File: src/rtl/timer_set_ctrl_pkg.sv
// Shared types and constants for the countdown-timer set/run controller.
package timer_set_ctrl_pkg;

  typedef enum logic [2:0] {
    S_IDLE      = 3'd0,
    S_EDIT_HOUR = 3'd1,
    S_EDIT_MIN  = 3'd2,
    S_EDIT_SEC  = 3'd3,
    S_RUN       = 3'd4,
    S_PAUSE     = 3'd5,
    S_RINGING   = 3'd6
  } state_e;

  localparam logic [1:0] FIELD_NONE = 2'd0;
  localparam logic [1:0] FIELD_HOUR = 2'd1;
  localparam logic [1:0] FIELD_MIN  = 2'd2;
  localparam logic [1:0] FIELD_SEC  = 2'd3;

  localparam logic [7:0] HOUR_MAX_BCD   = 8'h23;
  localparam logic [7:0] MINSEC_MAX_BCD = 8'h59;

  function automatic logic [1:0] field_of(input state_e s);
    case (s)
      S_EDIT_HOUR: field_of = FIELD_HOUR;
      S_EDIT_MIN:  field_of = FIELD_MIN;
      S_EDIT_SEC:  field_of = FIELD_SEC;
      default:     field_of = FIELD_NONE;
    endcase
  endfunction

  // Mode button walks the edit fields and falls back to IDLE after seconds.
  function automatic state_e mode_next(input state_e s);
    case (s)
      S_IDLE:      mode_next = S_EDIT_HOUR;
      S_EDIT_HOUR: mode_next = S_EDIT_MIN;
      S_EDIT_MIN:  mode_next = S_EDIT_SEC;
      default:     mode_next = S_IDLE;
    endcase
  endfunction

endpackage

File: src/rtl/bcd_step.sv
// Packed-BCD increment/decrement by one with wrap between 00 and max.
module bcd_step (
  input  logic [7:0] value,
  input  logic [7:0] max,
  input  logic       dir,
  output logic [7:0] next
);

  always_comb begin
    next = value;
    if (dir) begin
      if (value == max)               next = 8'h00;
      else if (value[3:0] == 4'h9)    next = {value[7:4] + 4'h1, 4'h0};
      else                            next = {value[7:4], value[3:0] + 4'h1};
    end else begin
      if (value == 8'h00)             next = max;
      else if (value[3:0] == 4'h0)    next = {value[7:4] - 4'h1, 4'h9};
      else                            next = {value[7:4], value[3:0] - 4'h1};
    end
  end

endmodule

File: src/rtl/timer_set_ctrl.sv
// Button-driven set/start/pause/ring controller for a BCD countdown timer.
// Define TIMER_SET_AUTOREPEAT_EN to enable hold-to-repeat on up/down.
module timer_set_ctrl
  import timer_set_ctrl_pkg::*;
#(
  parameter int REPEAT_DELAY  = 500,
  parameter int REPEAT_PERIOD = 100
) (
  input  logic       clk,
  input  logic       rst_n,
  input  logic       btn_mode,
  input  logic       btn_up,
  input  logic       btn_down,
  input  logic       btn_start,
  input  logic       ring,
  output logic [7:0] hour_bcd_out,
  output logic [7:0] minute_bcd_out,
  output logic [7:0] second_bcd_out,
  output logic       load,
  output logic       clock_en,
  output logic [1:0] edit_field,
  output logic       running
);

  localparam int B_DOWN  = 0;
  localparam int B_UP    = 1;
  localparam int B_MODE  = 2;
  localparam int B_START = 3;

  logic [3:0] btn_raw;
  logic [3:0] sync1_q, sync2_q, prev_q, press_q, press_d;

  state_e     state_q, state_d;
  logic [7:0] hour_q, hour_d, minute_q, minute_d, second_q, second_d;
  logic       load_q, load_d, clock_en_q, clock_en_d, running_q, running_d;
  logic [1:0] edit_field_q, edit_field_d;

  logic       in_edit, rep_up, rep_dn, up_evt, dn_evt, step_en;
  logic       set_nonzero, any_press;
  logic [7:0] step_cur, step_max, step_next;

  assign btn_raw = {btn_start, btn_mode, btn_up, btn_down};
  assign press_d = sync2_q & ~prev_q;

  always_ff @(posedge clk or negedge rst_n) begin
    if (!rst_n) begin
      sync1_q <= '0;
      sync2_q <= '0;
      prev_q  <= '0;
      press_q <= '0;
    end else begin
      sync1_q <= btn_raw;
      sync2_q <= sync1_q;
      prev_q  <= sync2_q;
      press_q <= press_d;
    end
  end

  assign in_edit = (state_q == S_EDIT_HOUR) || (state_q == S_EDIT_MIN) ||
                   (state_q == S_EDIT_SEC);

`ifdef TIMER_SET_AUTOREPEAT_EN
  localparam int CNT_MAX = (REPEAT_DELAY > REPEAT_PERIOD) ? REPEAT_DELAY : REPEAT_PERIOD;
  localparam int CNT_W   = $clog2(CNT_MAX + 1);

  logic [CNT_W-1:0] rep_cnt_q, rep_cnt_d, rep_limit;
  logic             rep_first_q, rep_first_d, rep_held, rep_fire;

  // Counter holds cycles since the last step; first gap is the long delay.
  assign rep_held  = in_edit && (sync2_q[B_UP] ^ sync2_q[B_DOWN]);
  assign rep_limit = rep_first_q ? CNT_W'(REPEAT_DELAY) : CNT_W'(REPEAT_PERIOD);

  always_comb begin
    rep_cnt_d   = rep_cnt_q;
    rep_first_d = rep_first_q;
    rep_fire    = 1'b0;
    if (!rep_held) begin
      rep_cnt_d   = '0;
      rep_first_d = 1'b1;
    end else if (press_q[B_UP] || press_q[B_DOWN]) begin
      rep_cnt_d   = CNT_W'(1);
      rep_first_d = 1'b1;
    end else if (rep_cnt_q == rep_limit) begin
      rep_fire    = 1'b1;
      rep_cnt_d   = CNT_W'(1);
      rep_first_d = 1'b0;
    end else begin
      rep_cnt_d   = rep_cnt_q + CNT_W'(1);
    end
  end

  always_ff @(posedge clk or negedge rst_n) begin
    if (!rst_n) begin
      rep_cnt_q   <= '0;
      rep_first_q <= 1'b1;
    end else begin
      rep_cnt_q   <= rep_cnt_d;
      rep_first_q <= rep_first_d;
    end
  end

  assign rep_up = rep_fire && sync2_q[B_UP];
  assign rep_dn = rep_fire && sync2_q[B_DOWN];
`else
  logic unused_params;
  assign unused_params = (REPEAT_DELAY != 0) ^ (REPEAT_PERIOD != 0);
  assign rep_up = 1'b0;
  assign rep_dn = 1'b0;
`endif

  assign up_evt      = press_q[B_UP] | rep_up;
  assign dn_evt      = press_q[B_DOWN] | rep_dn;
  assign step_en     = up_evt ^ dn_evt;
  assign set_nonzero = |{hour_q, minute_q, second_q};
  assign any_press   = |press_q;

  always_comb begin
    step_cur = second_q;
    step_max = MINSEC_MAX_BCD;
    case (state_q)
      S_EDIT_HOUR: begin
        step_cur = hour_q;
        step_max = HOUR_MAX_BCD;
      end
      S_EDIT_MIN:  step_cur = minute_q;
      default:     step_cur = second_q;
    endcase
  end

  bcd_step u_bcd_step (
    .value (step_cur),
    .max   (step_max),
    .dir   (up_evt),
    .next  (step_next)
  );

  always_comb begin
    state_d  = state_q;
    hour_d   = hour_q;
    minute_d = minute_q;
    second_d = second_q;
    load_d   = 1'b0;
    case (state_q)
      S_IDLE, S_EDIT_HOUR, S_EDIT_MIN, S_EDIT_SEC: begin
        if (press_q[B_START]) begin
          if (set_nonzero) begin
            state_d = S_RUN;
            load_d  = 1'b1;
          end
        end else if (press_q[B_MODE]) begin
          state_d = mode_next(state_q);
        end else if (in_edit && step_en) begin
          case (state_q)
            S_EDIT_HOUR: hour_d   = step_next;
            S_EDIT_MIN:  minute_d = step_next;
            default:     second_d = step_next;
          endcase
        end
      end
      // ring is checked before start so time-up always wins
      S_RUN: begin
        if (ring)                  state_d = S_RINGING;
        else if (press_q[B_START]) state_d = S_PAUSE;
      end
      S_PAUSE: begin
        if (ring)                  state_d = S_RINGING;
        else if (press_q[B_START]) state_d = S_RUN;
        else if (press_q[B_MODE])  state_d = S_IDLE;
      end
      S_RINGING: begin
        if (any_press) state_d = S_IDLE;
      end
      default: state_d = S_IDLE;
    endcase

    // Enable waits out the load cycle so downstream counts from the loaded value.
    clock_en_d   = (state_d == S_RUN) && !load_d;
    running_d    = (state_d == S_RUN);
    edit_field_d = field_of(state_d);
  end

  always_ff @(posedge clk or negedge rst_n) begin
    if (!rst_n) begin
      state_q      <= S_IDLE;
      hour_q       <= 8'h00;
      minute_q     <= 8'h00;
      second_q     <= 8'h00;
      load_q       <= 1'b0;
      clock_en_q   <= 1'b0;
      running_q    <= 1'b0;
      edit_field_q <= FIELD_NONE;
    end else begin
      state_q      <= state_d;
      hour_q       <= hour_d;
      minute_q     <= minute_d;
      second_q     <= second_d;
      load_q       <= load_d;
      clock_en_q   <= clock_en_d;
      running_q    <= running_d;
      edit_field_q <= edit_field_d;
    end
  end

  assign hour_bcd_out   = hour_q;
  assign minute_bcd_out = minute_q;
  assign second_bcd_out = second_q;
  assign load           = load_q;
  assign clock_en       = clock_en_q;
  assign running        = running_q;
  assign edit_field     = edit_field_q;

endmodule
File: config.mk
export PLATFORM = sky130hd
export DESIGN_NAME = timer_set_ctrl
export DESIGN_NICKNAME = d
export VERILOG_FILES = /design/src/rtl/timer_set_ctrl_pkg.sv /design/src/rtl/bcd_step.sv /design/src/rtl/timer_set_ctrl.sv
export SDC_FILE = /design/constraint.sdc
export NUM_CORES = 1
export LEC_CHECK = 0
export BUFFER_PORTS_ARGS = -buffer_cell sky130_fd_sc_hd__buf_4
export CORE_MARGIN = 2
export CORE_UTILIZATION = 55
export CTS_CLUSTER_DIAMETER = 200
export CTS_CLUSTER_SIZE = 20
export DETAILED_ROUTE_END_ITERATION = 12
export PLACE_DENSITY = 0.76
export SYNTH_ARGS = -nofsm -noshare
export SYNTH_HDL_FRONTEND = slang
export SYNTH_SLANG_ARGS = --single-unit
File: constraint.sdc
create_clock -name clk -period 4.7 [get_ports clk]
set_input_delay 0.94 -clock clk [delete_from_list [all_inputs] [get_ports clk]]
set_output_delay 0.94 -clock clk [all_outputs]
set_load 0.01 [all_outputs]
==> results of run 1 <==
[per-layer routing]
layer | GRT usage (%) | vias up | routed length [µm]
met3 | 7.23 | 17 | 852
li1 | - | 1179 | -
met1 | 40.3 | 1220 | 3190
met5 | 0 | - | 0
met4 | 8.33 | 0 | 170
met2 | 44.3 | 153 | 3320
[worst max-delay path by stage]
stage          startpoint                 to  slack (ns)  depth (start not counted)
2_1_floorplan  state_q[0]  minute_bcd_out[6]        1.89                         12
3_3_place_gp   state_q[0]  minute_bcd_out[5]        1.36                          9
3_5_place_dp   state_q[0]  minute_bcd_out[5]        1.21                          9
4_1_cts        state_q[0]  minute_bcd_out[5]        1.19                          9
5_1_grt        state_q[0]  minute_bcd_out[5]        0.71                          9
6_report       state_q[0]  minute_bcd_out[5]        1.03                          9
[where the power goes]
group / total, W / internal [W] / switching (W)
logic: 0.00147 / 0.000614 / 0.000861
clock network: 0.000266 / 0.000121 / 0.000146
registers: 0.000748 / 0.000538 / 0.000210
[logic make-up after synthesis]
group	count (synthesis)	synth area share, %
muxes	3	1.22
and+or+nand+nor	117	23.5
DFF	48	43.3
AOI/OAI and AO/OA	90	22.8
buffers and inverters	26	3.97
xor gates and xnor gates	6	2.16
adders and majority gates	7	3.15
[critical path, cell delays in order (launching register included)]
cell	delay, ns
dfrtp_1	0.89
xnor2_1	0.34
o21ai_0	0.35
and2_1	0.30
ha_1	0.35
o221a_2	0.24
nand4_1	0.31
nand2b_1	0.26
o21ai_0	0.33
a31oi_1	0.13
[cells in the mapped netlist (2+ instances only)]
cell      count
a211oi_1      2
a21o_1        3
a21oi_1      13
a31o_2        2
a31oi_1      19
a32oi_1       2
a41oi_2       2
and2_1        4
and3_1        2
and3b_1       5
buf_2         3
buf_4         2
clkbuf_1      9
clkinv_1      2
dfrtp_1      48
ha_1          7
inv_1         9
mux2_2        3
nand2_1      15
nand2b_1     11
nand3_1       6
nand3b_1      6
nand4_1       6
nand4b_1      2
nor2_1       29
nor2b_1       5
nor3_1        5
nor4_1       10
nor4b_1       2
o211ai_1      8
o21ai_0      11
o21ai_1       8
o221ai_1      2
o311ai_0      3
o32a_1        2
or2_2         2
or3b_2        3
or4_1         2
xnor2_1       4
[per-stage QoR]
| step | instance area [µm²] | util, % |
|---|---|---|
| 3_5_place_dp | 3070 | 64.1 |
| 4_1_cts | 3170 | 66.1 |
| 3_3_place_gp | 3070 | 64.1 |
| 6_report | 3170 | 66.1 |
| 5_1_grt | 3170 | 66.1 |
| 2_1_floorplan | 2780 | - |
[area by class of cell]
cell class	count	area [µm²]	share of cell area, %
inverters	11	41.3	1.30
flip-flops and latches	48	1200	37.9
clock inverters	2	13.8	0.435
repair buffers	37	278	8.77
clock buffers	6	82.6	2.61
well taps	67	83.8	2.65
multi-input cells	223	1470	46.3
[sequential cells by signal (all words and copies together), names as in the netlist]
register,cells
state_q,3
second_bcd_out,8
clock_en,1
edit_field,2
sync2_q,4
sync1_q,4
press_q,4
load,1
hour_bcd_out,8
prev_q,4
running,1
minute_bcd_out,8
==> flow_summary.ini, run 1 <==
[outcome]
run_status = complete, no violations

[setup_path]
r2r_slack_ns = 1.03
critical_path_arrival_ns = 3.81
reg2regPathDepth = 9
critical_path.max_fanout = 27
cp-end-kind = flip-flop
crit_type = reg2reg
cp.required_ns = 4.84
cp-start-kind = flip-flop
r2r-start = state_q[0]
regToRegEndpoint = minute_bcd_out[5]

[global_routing]
antenna_found_initial = 0
first_global_vias = 2289
grt_usage_pct = 28.8
grt_pass1_wl_um = 12100
grt_overflow = 0
grt_max_degree = 49

[timing]
fmaxAchievable_ghz = 0.273
slew_viol_final = 0
fin_ws_ns = 1.03
period_share_pct = 78.1
grt_setup_unrepaired = no
setup_violations = 0
timing.hold.ws_ns = 0.355
relSlewSlack_pct = 39.2
finalSetupTns_ns = 0
finalClockSkew_ns = 0.0120
layout_min_cycle_time_ns = 3.67
worst_pin_slew_ns = 0.909
hold_viol = 0

[synth]
synthCells = 297
yosys_warnings = 0
synth.net_count = 311
synthArstFlopShare_pct = 100
synthFlopType = dfrtp_1
seq_area_frac_synth_pct = 43.3
syn_area_um2 = 2780
ys_seq_elements = 48
synthDistinctLibCells = 57
synth_top_area_share_pct = 43.3
synth_area_leaders = dfrtp_1 (43%), a31oi_1 (4.3%), nor2_1 (3.9%)
syn_area_per_cell_um2 = 9.35
synth_enable_flop_cells = 0
yosys.area.top_type = dfrtp_1

[placement]
dpl_worst_slack_ns = 1.21
dp.cells = 386
detailed_place_hpwl_um = 5440
gp_congestion = 0.959
place.port_buffers = 35

[worst_hold_path]
hold_depth = 0
hp-class = reg2reg
whs_endpoint = sync2_q[0]
hold_path.startpoint = sync1_q[0]

[clocking]
post_cts_buffers = 0
cts.clk_slew.worst_paths_ns = 0.09
cts_hold_buf = 0
clock_latency_ns = 0.31
cts_buffers = 5
cts-root-buf = clkbuf_8
ctsHtreeMaxLevel = 2
cts_tree = built
clk_path_buf_depth = 2
ctsResizeCount = 0
clkSinkCount = 48

[route]
drc = 0
num_vias = 2569
viasPerCell = 6.52
detail_route.wl_per_cell_um = 19.1
drt.antenna.violating_nets = 0
firstDrtPassIters = 5
drt_iter0_markers = 338
wl_um = 7530

[layout]
drive_gt1_share_pct = 18.3
fillers = 408
areaGrowthSynthToFinish_pct = 14.0
layoutNonFillerInstCount = 394
final_common_cell = dfrtp_1
diodes = 0
nets = 340
final_cell_mix = dfrtp_1 (48), buf_4 (37), nor2_1 (29)

[die]
core_area_um2 = 4790
rows = 25
pin_count = 36
die_h_um = 75.1
start_util_pct = 58.0
die_w_um = 75.1
dieArea_um2 = 5630

[power]
p_total_w = 0.00249
power_density_nw_per_um2 = 786
cellLeakagePower_nw = 1.31
vdd_drop_max_mv = 0.513

[run]
cap_violations = 0
Note: power is estimated with default switching activity, not from simulation.
==> run 2: changes to the inputs <==
==> constraint.sdc (replaced) <==
create_clock -name clk -period 3.5 [get_ports clk]
set_input_delay 0.7 -clock clk [delete_from_list [all_inputs] [get_ports clk]]
set_output_delay 0.7 -clock clk [all_outputs]
set_load 0.01 [all_outputs]
==> run 2 against run 1 <==
Fmax rose by 16%. Flip-flop and latch count did not move. Global-route usage fell by 0.53 points. Non-clock buffer count rose by 9. Critical path type unchanged. Critical endpoint unchanged. Largest power group unchanged.
==> flow_summary.ini, run 2 (synthesis gave the netlist of run 1 again) <==
[outcome]
run_status = complete, no violations

[placement]
detailed_place_hpwl_um = 5570
gp_congestion = 0.959
postPlaceCellArea_um2 = 3140
place.port_buffers = 35

[clocking]
ctsHtreeMaxLevel = 2
cts.clk_slew.worst_paths_ns = 0.09
clkSinkCount = 48
ctsResizeCount = 0
cts_tree = built
clock_latency_ns = 0.30
clk_path_buf_depth = 2
post_cts_buffers = 0
cts_buffers = 5
cts_hold_buf = 0
cts-root-buf = clkbuf_8

[route]
drc = 0
firstDrtPassIters = 5
drt.antenna.violating_nets = 0
viasPerCell = 6.55
num_vias = 2639
wl_um = 7500
detail_route.wl_per_cell_um = 18.6
drt_iter0_markers = 242

[die]
start_util_pct = 58.0
pin_count = 36
dieArea_um2 = 5630
rows = 25
die_h_um = 75.1
die_w_um = 75.1
core_area_um2 = 4790

[global_routing]
antenna_found_initial = 0
grt_usage_pct = 28.2
first_global_vias = 2325
grt_overflow = 0
grt_pass1_wl_um = 11800
grt_max_degree = 49

[layout]
fin_area_um2 = 3230
areaGrowthSynthToFinish_pct = 16.4
drive_gt1_share_pct = 20.5
nets = 349
final_common_cell = dfrtp_1
diodes = 0
final_cell_mix = dfrtp_1 (48), buf_4 (46), nor2_1 (29)

[setup_path]
r2r_slack_ns = 0.35
crit_path_frequent_cell = o21ai_0
critPathMaxStageDelay_ns = 0.66
path_cells = xnor2_1, o21ai_0, nand2_1, inv_1, ha_1, o221a_2, nand4_1, nand2b_1, o21ai_0, a31oi_1
critical_path_arrival_ns = 3.33
cp-end-kind = flip-flop
cp.required_ns = 3.68
cp-start-kind = flip-flop
crit_type = reg2reg
slowest_stage = dfrtp_1
critical_path.max_fanout = 14

[timing]
fmaxAchievable_ghz = 0.317
relSlewSlack_pct = 36.0
hold_viol = 0
finalSetupTns_ns = 0
setup_violations = 0
layout_min_cycle_time_ns = 3.15
finalClockSkew_ns = 0.0111
worst_pin_slew_ns = 0.951
grt_setup_unrepaired = no
slew_viol_final = 0
period_share_pct = 90.0
timing.hold.ws_ns = 0.357

[power]
cellLeakagePower_nw = 1.35
vdd_drop_max_mv = 0.523
power_density_nw_per_um2 = 1050

[run]
cap_violations = 0

[worst_hold_path]
hp-class = reg2reg
==> run 2: power by group <==
group	total, W	internal [W]	switching, W
registers	0.000995	0.000722	0.000273
logic	0.00204	0.000874	0.00117
clock network	0.000355	0.000162	0.000193
total	0.00339	0.00176	0.00164
==> run 2: worst paths after layout <==
check / cells past startpoint / endpoint / start
worst max-delay path: 10 / minute_bcd_out[5] / state_q[1]
worst min-delay path: 0 / sync2_q[0] / sync1_q[0]
worst max register to register: 10 / minute_bcd_out[5] / state_q[1]
worst min register to register: 0 / sync2_q[0] / sync1_q[0]
max in group asynchronous: 1 / prev_q[2] / rst_n
min in group asynchronous: 1 / minute_bcd_out[7] / rst_n
==> run 2: metrics by stage <==
step | setup slack [ns] | utilization (%) | power, W | std cells
after floorplan | 0.695 | - | 0.00229 | 297
after global placement | 0.450 | 65.5 | 0.00298 | 395
after detailed placement | 0.457 | 65.5 | 0.00299 | 395
after CTS | 0.426 | 67.6 | 0.00335 | 403
after global routing | 0.0552 | 67.6 | 0.00362 | 403
final | 0.350 | 67.6 | 0.00339 | 403
==> run 2: critical path, delay by kind of cell, from the launching register on <==
family / cells / cell delay [ns]
AOI/OAI and AO/OA: 4 / 0.95
xor gates and xnor gates: 1 / 0.30
adders and majority gates: 1 / 0.20
buffers and inverters: 1 / 0.18
DFF: 1 / 0.66
and+or+nand+nor: 3 / 0.73
==> run 2: routing by layer <==
layer / global-route usage, % / up-vias / routed length (µm)
li1: - / 1200 / -
met1: 38.7 / 1264 / 3190
met2: 43.5 / 147 / 3370
met3: 7.50 / 28 / 716
met4: 9.92 / 0 / 228
met5: 0 / - / 0
==> run 2: cell type report <==
cell class                      count  area (µm²)
Clock inverter                      2        13.8
Timing Repair Buffer               46         345
Tap cell                           67        83.8
Fill cell                         407        1550
Inverter                           11        41.3
Multi-Input combinational cell    223        1470
Sequential cell                    48        1200
Clock buffer                        6        82.6
